[config.mk]
export PLATFORM = sky130hd
export DESIGN_NAME = uart_framed_tx_flat
export DESIGN_NICKNAME = d
export VERILOG_FILES = /design/src/rtl/uart_pkg.sv /design/src/rtl/uart_framed_tx_if.sv /design/src/rtl/uart_framed_tx_sync_fifo.sv /design/src/rtl/uart_framed_tx.sv /design/src/flat_wrapper.sv
export SDC_FILE = /design/constraint.sdc
export NUM_CORES = 1
export LEC_CHECK = 0
export CAP_MARGIN = 25
export CORE_MARGIN = 3
export CORE_UTILIZATION = 55
export DETAILED_ROUTE_END_ITERATION = 12
export GPL_ROUTABILITY_DRIVEN = 0
export PLACE_DENSITY = 0.73
export SLEW_MARGIN = 20
export SYNTH_ARGS = -nofsm -noshare
export SYNTH_HDL_FRONTEND = slang
export SYNTH_SLANG_ARGS = --single-unit
[constraint.sdc]
create_clock -name clk -period 4.5 [get_ports clk]
set_clock_uncertainty 0.1 [all_clocks]
set_input_delay 1.125 -clock clk [delete_from_list [all_inputs] [get_ports clk]]
set_output_delay 1.125 -clock clk [all_outputs]
set_load 0.005 [all_outputs]
[src/rtl/uart_pkg.sv]
// Shared constants, FSM encoding and helpers for the framed UART transmitter.
package uart_pkg;

    localparam logic [1:0] PAR_NONE = 2'b00;
    localparam logic [1:0] PAR_EVEN = 2'b01;
    localparam logic [1:0] PAR_ODD  = 2'b10;
    localparam logic [1:0] PAR_MARK = 2'b11;

    typedef enum logic [2:0] {
        ST_IDLE   = 3'd0,
        ST_START  = 3'd1,
        ST_DATA   = 3'd2,
        ST_PARITY = 3'd3,
        ST_STOP   = 3'd4
    } tx_state_t;

    // Clocks per bit, rounded to nearest.
    function automatic int unsigned baud_div(input int unsigned freq, input int unsigned rate);
        return (freq + rate / 2) / rate;
    endfunction

    // Parity bit for a payload whose XOR reduction is data_xor.
    function automatic logic parity_bit(input logic [1:0] mode, input logic data_xor);
        logic bit_val;
        bit_val = 1'b1;
        case (mode)
            PAR_EVEN: bit_val = data_xor;
            PAR_ODD:  bit_val = ~data_xor;
            default:  bit_val = 1'b1;
        endcase
        return bit_val;
    endfunction

endpackage

[src/rtl/uart_framed_tx_if.sv]
// Producer-side write bus of the framed UART transmitter.
interface uart_framed_tx_if #(
    parameter int unsigned data_bits  = 8,
    parameter int unsigned fifo_depth = 16
);
    localparam int unsigned LEVEL_W = $clog2(fifo_depth) + 1;

    logic                 write;
    logic [data_bits-1:0] write_data;
    logic                 can_write;
    logic [LEVEL_W-1:0]   level;
    logic                 overflow;

    modport master (
        output write, write_data,
        input  can_write, level, overflow
    );

    modport slave (
        input  write, write_data,
        output can_write, level, overflow
    );
endinterface

[src/rtl/uart_framed_tx_sync_fifo.sv]
// Single-clock FIFO with show-ahead read port and full-width occupancy count.
module sync_fifo #(
    parameter int unsigned WIDTH = 8,
    parameter int unsigned DEPTH = 16
) (
    input  logic                   clk,
    input  logic                   rst,
    input  logic                   write,
    input  logic [WIDTH-1:0]       write_data,
    input  logic                   read,
    output logic [WIDTH-1:0]       read_data_c,
    output logic                   full,
    output logic                   empty,
    output logic [$clog2(DEPTH):0] level,
    output logic                   overflow
);
    localparam int unsigned AW = $clog2(DEPTH);
    localparam int unsigned LW = AW + 1;

    logic [WIDTH-1:0] mem [DEPTH];
    logic [AW-1:0]    wr_ptr;
    logic [AW-1:0]    rd_ptr;
    logic             do_push_c;
    logic             do_pop_c;
    logic [LW-1:0]    level_next_c;

    // A write while full is dropped even if a pop happens in the same cycle.
    assign do_push_c   = write && !full;
    assign do_pop_c    = read && !empty;
    assign read_data_c = mem[rd_ptr];

    // Next occupancy from push/pop combination.
    always_comb begin
        level_next_c = level;
        if (do_push_c && !do_pop_c) begin
            level_next_c = level + LW'(1);
        end else if (!do_push_c && do_pop_c) begin
            level_next_c = level - LW'(1);
        end
    end

    // Pointers, count, flags and overflow pulse.
    always_ff @(posedge clk or posedge rst) begin
        if (rst) begin
            wr_ptr   <= '0;
            rd_ptr   <= '0;
            level    <= '0;
            full     <= 1'b0;
            empty    <= 1'b1;
            overflow <= 1'b0;
        end else begin
            if (do_push_c) begin
                wr_ptr <= wr_ptr + AW'(1);
            end
            if (do_pop_c) begin
                rd_ptr <= rd_ptr + AW'(1);
            end
            level    <= level_next_c;
            full     <= (level_next_c == LW'(DEPTH));
            empty    <= (level_next_c == '0);
            overflow <= write && full;
        end
    end

    // Storage array, no reset needed.
    always_ff @(posedge clk) begin
        if (do_push_c) begin
            mem[wr_ptr] <= write_data;
        end
    end

endmodule

[src/rtl/uart_framed_tx.sv]
// Buffered UART transmitter: write FIFO feeding a start/data/parity/stop serialiser.
module uart_framed_tx
    import uart_pkg::*;
#(
    parameter int unsigned clk_freq   = 160_000_000,
    parameter int unsigned baud_rate  = 115_200,
    parameter int unsigned data_bits  = 8,
    parameter int unsigned fifo_depth = 16
) (
    input  logic             clk,
    input  logic             rst,
    uart_framed_tx_if.slave  bus,
    input  logic [1:0]       parity_mode,
    input  logic             two_stop,
    output logic             busy,
    output logic             txd
);
    localparam int unsigned DIV   = baud_div(clk_freq, baud_rate);
    localparam int unsigned CNT_W = $clog2(DIV);
    localparam int unsigned BIT_W = $clog2(data_bits + 1);

    logic                 fifo_full;
    logic                 fifo_empty;
    logic                 pop_c;
    logic [data_bits-1:0] head_c;

    tx_state_t            state;
    tx_state_t            state_next_c;
    logic [CNT_W-1:0]     baud_cnt;
    logic [CNT_W-1:0]     baud_cnt_next_c;
    logic [BIT_W-1:0]     bit_cnt;
    logic [BIT_W-1:0]     bit_cnt_next_c;
    logic [data_bits-1:0] shift;
    logic [data_bits-1:0] shift_next_c;
    logic                 par_q;
    logic                 par_next_c;
    logic                 par_en_q;
    logic                 par_en_next_c;
    logic                 two_stop_q;
    logic                 two_stop_next_c;
    logic                 txd_next_c;
    logic                 busy_next_c;
    logic                 bit_end_c;

    sync_fifo #(
        .WIDTH (data_bits),
        .DEPTH (fifo_depth)
    ) u_fifo (
        .clk         (clk),
        .rst         (rst),
        .write       (bus.write),
        .write_data  (bus.write_data),
        .read        (pop_c),
        .read_data_c (head_c),
        .full        (fifo_full),
        .empty       (fifo_empty),
        .level       (bus.level),
        .overflow    (bus.overflow)
    );

    assign bus.can_write = ~fifo_full;
    assign bit_end_c     = (baud_cnt == CNT_W'(DIV - 1));

    // Serialiser next state; txd/busy are derived from the next state so they register in step with it.
    always_comb begin
        state_next_c    = state;
        baud_cnt_next_c = baud_cnt;
        bit_cnt_next_c  = bit_cnt;
        shift_next_c    = shift;
        par_next_c      = par_q;
        par_en_next_c   = par_en_q;
        two_stop_next_c = two_stop_q;
        pop_c           = 1'b0;
        txd_next_c      = 1'b1;
        busy_next_c     = 1'b0;

        if (state != ST_IDLE) begin
            baud_cnt_next_c = bit_end_c ? '0 : baud_cnt + CNT_W'(1);
        end

        case (state)
            ST_IDLE: begin
                baud_cnt_next_c = '0;
                bit_cnt_next_c  = '0;
                if (!fifo_empty) begin
                    pop_c           = 1'b1;
                    shift_next_c    = head_c;
                    par_next_c      = parity_bit(parity_mode, ^head_c);
                    par_en_next_c   = (parity_mode != PAR_NONE);
                    two_stop_next_c = two_stop;
                    state_next_c    = ST_START;
                end
            end
            ST_START: begin
                if (bit_end_c) begin
                    state_next_c = ST_DATA;
                end
            end
            ST_DATA: begin
                if (bit_end_c) begin
                    shift_next_c = shift >> 1;
                    if (bit_cnt == BIT_W'(data_bits - 1)) begin
                        bit_cnt_next_c = '0;
                        state_next_c   = par_en_q ? ST_PARITY : ST_STOP;
                    end else begin
                        bit_cnt_next_c = bit_cnt + BIT_W'(1);
                    end
                end
            end
            ST_PARITY: begin
                if (bit_end_c) begin
                    state_next_c = ST_STOP;
                end
            end
            ST_STOP: begin
                if (bit_end_c) begin
                    if (bit_cnt == BIT_W'(two_stop_q)) begin
                        bit_cnt_next_c = '0;
                        state_next_c   = ST_IDLE;
                    end else begin
                        bit_cnt_next_c = bit_cnt + BIT_W'(1);
                    end
                end
            end
            default: begin
                state_next_c = ST_IDLE;
            end
        endcase

        case (state_next_c)
            ST_START:  txd_next_c = 1'b0;
            ST_DATA:   txd_next_c = shift_next_c[0];
            ST_PARITY: txd_next_c = par_next_c;
            default:   txd_next_c = 1'b1;
        endcase
        busy_next_c = (state_next_c != ST_IDLE);
    end

    // Serialiser state and registered line outputs; reset forces the line idle.
    always_ff @(posedge clk or posedge rst) begin
        if (rst) begin
            state      <= ST_IDLE;
            baud_cnt   <= '0;
            bit_cnt    <= '0;
            shift      <= '0;
            par_q      <= 1'b0;
            par_en_q   <= 1'b0;
            two_stop_q <= 1'b0;
            txd        <= 1'b1;
            busy       <= 1'b0;
        end else begin
            state      <= state_next_c;
            baud_cnt   <= baud_cnt_next_c;
            bit_cnt    <= bit_cnt_next_c;
            shift      <= shift_next_c;
            par_q      <= par_next_c;
            par_en_q   <= par_en_next_c;
            two_stop_q <= two_stop_next_c;
            txd        <= txd_next_c;
            busy       <= busy_next_c;
        end
    end

endmodule
[src/flat_wrapper.sv]
// flat-port wrapper written by rule: the top's interface ports become plain ports
module uart_framed_tx_flat import uart_pkg::*;
#(
    parameter int unsigned clk_freq   = 160_000_000,
    parameter int unsigned baud_rate  = 115_200,
    parameter int unsigned data_bits  = 8,
    parameter int unsigned fifo_depth = 16
)
  (clk, rst, parity_mode, two_stop, busy, txd, bus_write, bus_write_data, bus_can_write, bus_level, bus_overflow);
  uart_framed_tx_if #(.data_bits(data_bits), .fifo_depth(fifo_depth)) bus_i ();
  input  logic clk;
  input  logic rst;
  input  logic [1:0] parity_mode;
  input  logic two_stop;
  output logic busy;
  output logic txd;
  input wire logic [$bits(bus_i.write)-1:0] bus_write;
  input wire logic [$bits(bus_i.write_data)-1:0] bus_write_data;
  output wire logic [$bits(bus_i.can_write)-1:0] bus_can_write;
  output wire logic [$bits(bus_i.level)-1:0] bus_level;
  output wire logic [$bits(bus_i.overflow)-1:0] bus_overflow;
  assign bus_i.write = bus_write;
  assign bus_i.write_data = bus_write_data;
  assign bus_can_write = bus_i.can_write;
  assign bus_level = bus_i.level;
  assign bus_overflow = bus_i.overflow;
  uart_framed_tx #(.clk_freq(clk_freq), .baud_rate(baud_rate), .data_bits(data_bits), .fifo_depth(fifo_depth)) u_core (.clk(clk), .rst(rst), .bus(bus_i), .parity_mode(parity_mode), .two_stop(two_stop), .busy(busy), .txd(txd));
endmodule
# Word-level counts from Yosys, hierarchy flattened
# Memory sizes are Yosys's and may differ from the RTL's.
# Cells that the tools add are included.
totals:
  regBits: 47
  mem_bits_rw: 128
  input_bits: 14
  out_inout_bits: 9
  elab_cells: 93
  n_memories: 1
memory_table:
  columns: ["name", "words", "width", "read_ports", "rd_clocked_by_memory_dff", "wr", "line_no", "rtl"]
  rows:
  - ["u_core.u_fifo.mem", 16, 8, 1, 0, 1, "uart_framed_tx_sync_fifo.sv:20", "logic [WIDTH-1:0] mem [DEPTH];"]
classes:
  n_addsub: 6
  n_eq_ne: 16
  mux: 30
  bitwise_logic: 3
  reduce_logical: 21
ops:
  columns: ["op", "n"]
  rows:
  - ["$mux W11", 3]
  - ["$mux W3", 8]
  - ["$mux W4", 4]
  - ["$mux W8", 2]
  - ["$pmux W8 S2", 1]
  - ["$pmux W3 S5", 1]
  - ["$add A4 B1 Y4 const B", 3]
  - ["$eq A3 B2 Y1 const B", 4]
  - ["$pmux W4 S3", 1]
  - ["$add A11 B1 Y11 const B", 1]
  - ["$eq A11 B11 Y1 const B", 1]
  - ["$mux W5", 2]
  - ["$reduce_bool A3 Y1", 3]
  - ["$reduce_xor A8 Y1", 1]
  - ["$eq A3 B1 Y1 const B", 2]
  - ["$mux W1", 6]
  - ["$reduce_and A3 Y1", 2]
  - ["$reduce_bool A2 Y1", 3]
  - ["$add A5 B1 Y5 const B", 1]
  - ["$eq A5 B5 Y1 const B", 1]
  - ["$logic_and A1 B1 Y1", 5]
  - ["$logic_not A5 Y1", 1]
  - ["$sub A5 B1 Y5 const B", 1]
  - ["$eq A4 B1 Y1", 1]
  - ["12 further kinds", 18]

# Logic depth before layout (Yosys ltp)
depth:
  ltp_word: 7
  mapped_depth: 11
  mapped_depth_nobuf: 10

# Hierarchy
# Synthesis repeated with hierarchy kept, for this count alone.
unflattened:
  hier_cells: 483
  hier_area_um2: 7669.9
modules_own_cells:
  columns: ["module", "instances", "cells_each", "area_per_inst_um2", "seq_area_each_um2"]
  rows:
  - ["sync_fifo", 1, 304, 5904.4, 4245.3]
  - ["uart_framed_tx", 1, 179, 1765.4, 777.0]

# Least setup slack after synthesis
# OpenSTA, ideal clock, no wires.
synth_path:
  path_type: "in2reg"
  startpoint: "input bus_write"
  endpoint: "register u_core.u_fifo.full"
  setup_time_ps: 101
  arrival_ps: 2358
  t_required_ps: 4299
  setup_slack_ps: 1941
  path_stages: 8
  n_path_buf: 1
  path_cell_list: "nor2b_1 -> clkbuf_1 -> nor2_1 -> nand2_1 -> o31a_1 -> xnor2_1 -> inv_1 -> nor4_1"
synth_between:
  elab_chain_cells: 6
  word_cells_on_any_way: 7
  classes_between: "eq/ne: 1; mux: 2; reduce/logical: 4"
synth_lines:
  columns: ["element", "line_no", "rtl"]
  rows:
  - ["start, declared", "flat_wrapper.sv:17", "input wire logic [$bits(bus_i.write)-1:0] bus_write;"]
  - ["$logic_and A1 B1 Y1 (*)", "uart_framed_tx_sync_fifo.sv:28", "assign do_push_c = write && !full;"]
  - ["$logic_not A1 Y1", "uart_framed_tx_sync_fifo.sv:37", "end else if (!do_push_c && do_pop_c) begin"]
  - ["$logic_and A1 B1 Y1", "uart_framed_tx_sync_fifo.sv:37", null]
  - ["$mux W5", "uart_framed_tx_sync_fifo.sv:37", null]
  - ["$mux W5 (*)", "uart_framed_tx_sync_fifo.sv:35", "if (do_push_c && !do_pop_c) begin"]
  - ["net u_core.u_fifo.level_next_c[4]", "uart_framed_tx_sync_fifo.sv:25", "logic [LW-1:0] level_next_c;"]
  - ["$eq A5 B5 Y1 (*)", "uart_framed_tx_sync_fifo.sv:59", "full <= (level_next_c == LW'(DEPTH));"]
  - ["end signal, assigned", "uart_framed_tx_sync_fifo.sv:59", null]
  - ["end, declared", "uart_framed_tx_sync_fifo.sv:12", "output logic full,"]
# Mark *: on every way through the listed nets, which the timed path passes. The rest lies on a longest branch.
# A chain may end at the register's enable or synchronous reset.

# Final worst setup path
layout_path:
  startpoint: "register u_core.u_fifo.rd_ptr[0]"
  endpoint: "register u_core.par_q"
layout_between:
  elab_chain_cells: 6
layout_lines:
  columns: ["element", "line_no", "rtl"]
  rows:
  - ["start, declared", "uart_framed_tx_sync_fifo.sv:22", "logic [AW-1:0] rd_ptr;"]
  - ["start signal, assigned", "uart_framed_tx_sync_fifo.sv:56", "rd_ptr <= rd_ptr + AW'(1);"]
  - ["$mem_v2 Z16 W8 (*)", null, null]
  - ["$reduce_xor A8 Y1 (*)", "uart_framed_tx.sv:88", "par_next_c = parity_bit(parity_mode, ^head_c);"]
  - ["$not A1 Y1", "uart_pkg.sv:28", "PAR_ODD: bit_val = ~data_xor;"]
  - ["$pmux W1 S2 (*)", "uart_pkg.sv:26", "case (mode)"]
  - ["$mux W1 (*)", "uart_framed_tx.sv:85", "if (!fifo_empty) begin"]
  - ["$mux W1 (*)", "uart_framed_tx.sv:81", "case (state)"]
  - ["net u_core.par_next_c", "uart_framed_tx.sv:36", "logic par_next_c;"]
  - ["end signal, assigned", "uart_framed_tx.sv:156", "par_q <= par_next_c;"]
  - ["end, declared", "uart_framed_tx.sv:35", "logic par_q;"]
# Marked as above.

==> run summary <==
RSZ-0062 raised after global routing: false
Die H: 122 um
YS warnings: 0
Die ar.: 14900 um^2
DR vias: 4049
Synthesized area per cell: 15.7 um^2
# clock sinks: 175
Io pins: 23
CP Capture Type: flop
Port bufs: 22
Initial antenna violation count: 0
DRT antenna net count: 0
Area growth syn-to-layout: 12.6%
Row cnt: 41
Number of diodes: 0
CTS Hold Bufs: 0
Hold Crit Class: flop to flop
Post-synthesis cell count: 472
Sum Neg Setup Slack: 0 ns
Maximum buffer depth of the clock tree: 2
Crit Path Max Fanout: 20
EDFF count, synth: 128
DRT Wirelength: 14200 um
Initial Util: 57.6%
Post-synthesis register bit count: 175
Peak VDD IR: 0.366 mV
# Max-Cap Violations: 0
Nets: 529
Startpoint Class: flop
Post-DP Area: 7780 um^2
CP Data Arrival Time: 3.47 ns
Final hold violations: 0
Static Leak: 0.00303 uW
TritonCTS clock tree: yes
CTS Buf Count: 17
Worst Max-Slew Pin Slew: 0.780 ns
PwrDens: 620 nW/um^2
Fmax: 306 MHz
Clock slew at reported path FFs: 0.06 ns
Largest net degree at the start of global routing: 48
Worst slew margin: 47.7%
Post-CTS sizing: 0
Wirelength per Cell: 20.7 um
DRC viols: 0
Detailed Route Iter0 Violations: 318
GR Util All Layers: 21.0%
Detailed Routing Iterations Pass 1: 5
Post-synth cell types: 54
Worst endpoint required time: 4.70 ns
H-tree depth: 4
Fin crit period: 3.27 ns
Post-route cell area: 8340 um^2
Top FF cell, synth: edfxtp_1
Final setup fails: 0
Slew Limit Fails: 0
Worst-Skew Late Latency: 0.42 ns
Vias per std cell: 5.90
HPWL Detailed: 9460 um
Core area: 12900 um^2
Final period utilization: 72.7%
Status: finished clean
FFs w/ async S/R, synth: 26.9%
Post-synthesis cell area: 7410 um^2
Number of fill cells: 922
Fraction of layout cells with a size suffix above 1: 13.2%
First-pass GRT wire length: 22900 um
Register area share after synthesis: 67.7%
Setup repair bufs after CTS: 0
Vias in the first global route: 4139
Setup CP Type: flop to flop
CTS root buf: clkbuf_16
Synthesized Nets: 499
GR Overflow Total: 0
Chip Width: 122 um
[per-stage QoR]
stage          utilization [%]  power, uW  cells  hold slack [ns]  setup WS, ns
2_1_floorplan                -       3430    472            0.362          1.94
3_3_place_gp              60.5       3770    655            0.380          1.21
3_5_place_dp              60.5       3820    655            0.389          1.13
4_1_cts                   64.8       5210    686            0.405          1.19
5_1_grt                   64.8       5430    686            0.435         0.988
6_report                  64.8       5170    686            0.402          1.23
[registers in the layout, indices dropped and copies added (netlist names)]
register	count
u_core.u_fifo.mem	128
u_core.baud_cnt	11
u_core.shift	8
u_core.u_fifo.level	5
u_core.bit_cnt	4
u_core.u_fifo.rd_ptr	4
u_core.u_fifo.wr_ptr	4
u_core.state	3
u_core.busy	1
u_core.par_en_q	1
u_core.par_q	1
u_core.two_stop_q	1
u_core.txd	1
u_core.u_fifo.empty	1
u_core.u_fifo.full	1
u_core.u_fifo.overflow	1
[placed cells by master (no fill, tap or decap), drive strengths merged, types with 3 or more instances in the layout]
cell type / n
edfxtp: 128
dfrtp: 45
nor2: 33
nand2: 29
mux4: 25
clkdlybuf4s50: 22
inv: 20
xnor2: 18
and2: 18
clkbuf: 18
mux2i: 16
o21ai: 14
ha: 13
a22oi: 12
a221oi: 10
xor2: 9
nand3: 9
clkinv: 8
and3: 6
nor2b: 4
nor4: 4
nand2b: 4
a21oi: 4
nand4: 4
buf: 4
nor3: 4
or3: 3
o211ai: 3
a22o: 3
[power breakdown]
group | switching (uW) | total, uW | internal, uW | leakage (uW)
registers | 248 | 2250 | 2000 | 0.00174
logic | 763 | 1530 | 770 | 0.00102
clock network | 616 | 1390 | 770 | 0.000275
[metal layers]
layer / global-route usage [%] / part of all wire [%]
met5: 0 / 0
met4: 6.58 / 1.5
met3: 5.94 / 5.1
met2: 34.5 / 51
met1: 27.4 / 42
[worst max-delay path: stages, from the launching register on]
cell      delay (ns)
dfrtp_2         0.78
buf_4           0.38
mux2i_1         0.11
a221oi_1        0.51
a21oi_1         0.15
o21a_1          0.23
xnor2_1         0.18
xnor3_1         0.45
mux2i_1         0.17
a31oi_1         0.09
[cell families after synthesis]
| kind of cell | Yosys count | share of synthesized area, % |
|---|---|---|
| buffers and inverters | 31 | 2.16 |
| adder cells (fa/ha/maj) | 14 | 2.33 |
| AO/OA/AOI/OAI | 57 | 5.98 |
| AND/OR/NAND/NOR | 126 | 8.49 |
| flip-flops | 175 | 67.7 |
| XOR/XNOR | 28 | 3.49 |
| multiplexers | 41 | 9.81 |
[synthesized netlist by cell type (2+ instances only)]
| cell | count | area (um^2) |
|---|---|---|
| a21oi_1 | 4 | 20.0 |
| a221oi_1 | 5 | 43.8 |
| a221oi_2 | 4 | 60.1 |
| a22o_1 | 3 | 26.3 |
| a22oi_1 | 12 | 90.1 |
| and2_1 | 18 | 113 |
| and3_1 | 6 | 37.5 |
| buf_4 | 2 | 15.0 |
| clkbuf_1 | 8 | 30.0 |
| dfrtp_1 | 45 | 1130 |
| dfstp_2 | 2 | 52.6 |
| edfxtp_1 | 128 | 3840 |
| ha_1 | 13 | 163 |
| inv_1 | 16 | 60.1 |
| mux2i_1 | 16 | 160 |
| mux4_2 | 24 | 541 |
| nand2_1 | 29 | 109 |
| nand2b_1 | 4 | 25.0 |
| nand3_1 | 9 | 45.0 |
| nand3b_1 | 2 | 15.0 |
| nand4_1 | 4 | 25.0 |
| nor2_1 | 33 | 124 |
| nor2b_1 | 4 | 25.0 |
| nor3_1 | 4 | 20.0 |
| nor4_1 | 4 | 25.0 |
| o211ai_1 | 3 | 22.5 |
| o21a_1 | 2 | 15.0 |
| o21ai_0 | 12 | 60.1 |
| o21ai_1 | 2 | 10.0 |
| o22ai_1 | 2 | 12.5 |
| o31a_1 | 2 | 17.5 |
| or3_1 | 3 | 18.8 |
| xnor2_1 | 18 | 158 |
| xor2_1 | 9 | 78.8 |
[cell type report]
cell class	instances	area, um^2	area share, %
sequential	175	5020	60.2
multi-input combinational	266	2240	26.8
clock buffer	18	429	5.14
timing repair buffer	26	250	3.00
tap	172	215	2.58
clock inverter	13	129	1.54
inverter	16	61.3	0.735
[path summary, 6_finish.rpt]
check / start / endpoint / slack (ns) / depth (start not counted)
worst max-delay path: u_core.u_fifo.rd_ptr[0] / u_core.par_q / 1.23 / 9
worst min-delay path: u_core.shift[4] / u_core.shift[4] / 0.40 / 2
worst max register to register: u_core.u_fifo.rd_ptr[0] / u_core.par_q / 1.23 / 9
worst min register to register: u_core.shift[4] / u_core.shift[4] / 0.40 / 2
max in group asynchronous: rst / u_core.u_fifo.rd_ptr[0] / 2.74 / 2
min in group asynchronous: rst / u_core.baud_cnt[2] / 1.05 / 2
No activity file was read; power rests on OpenSTA's default activity.
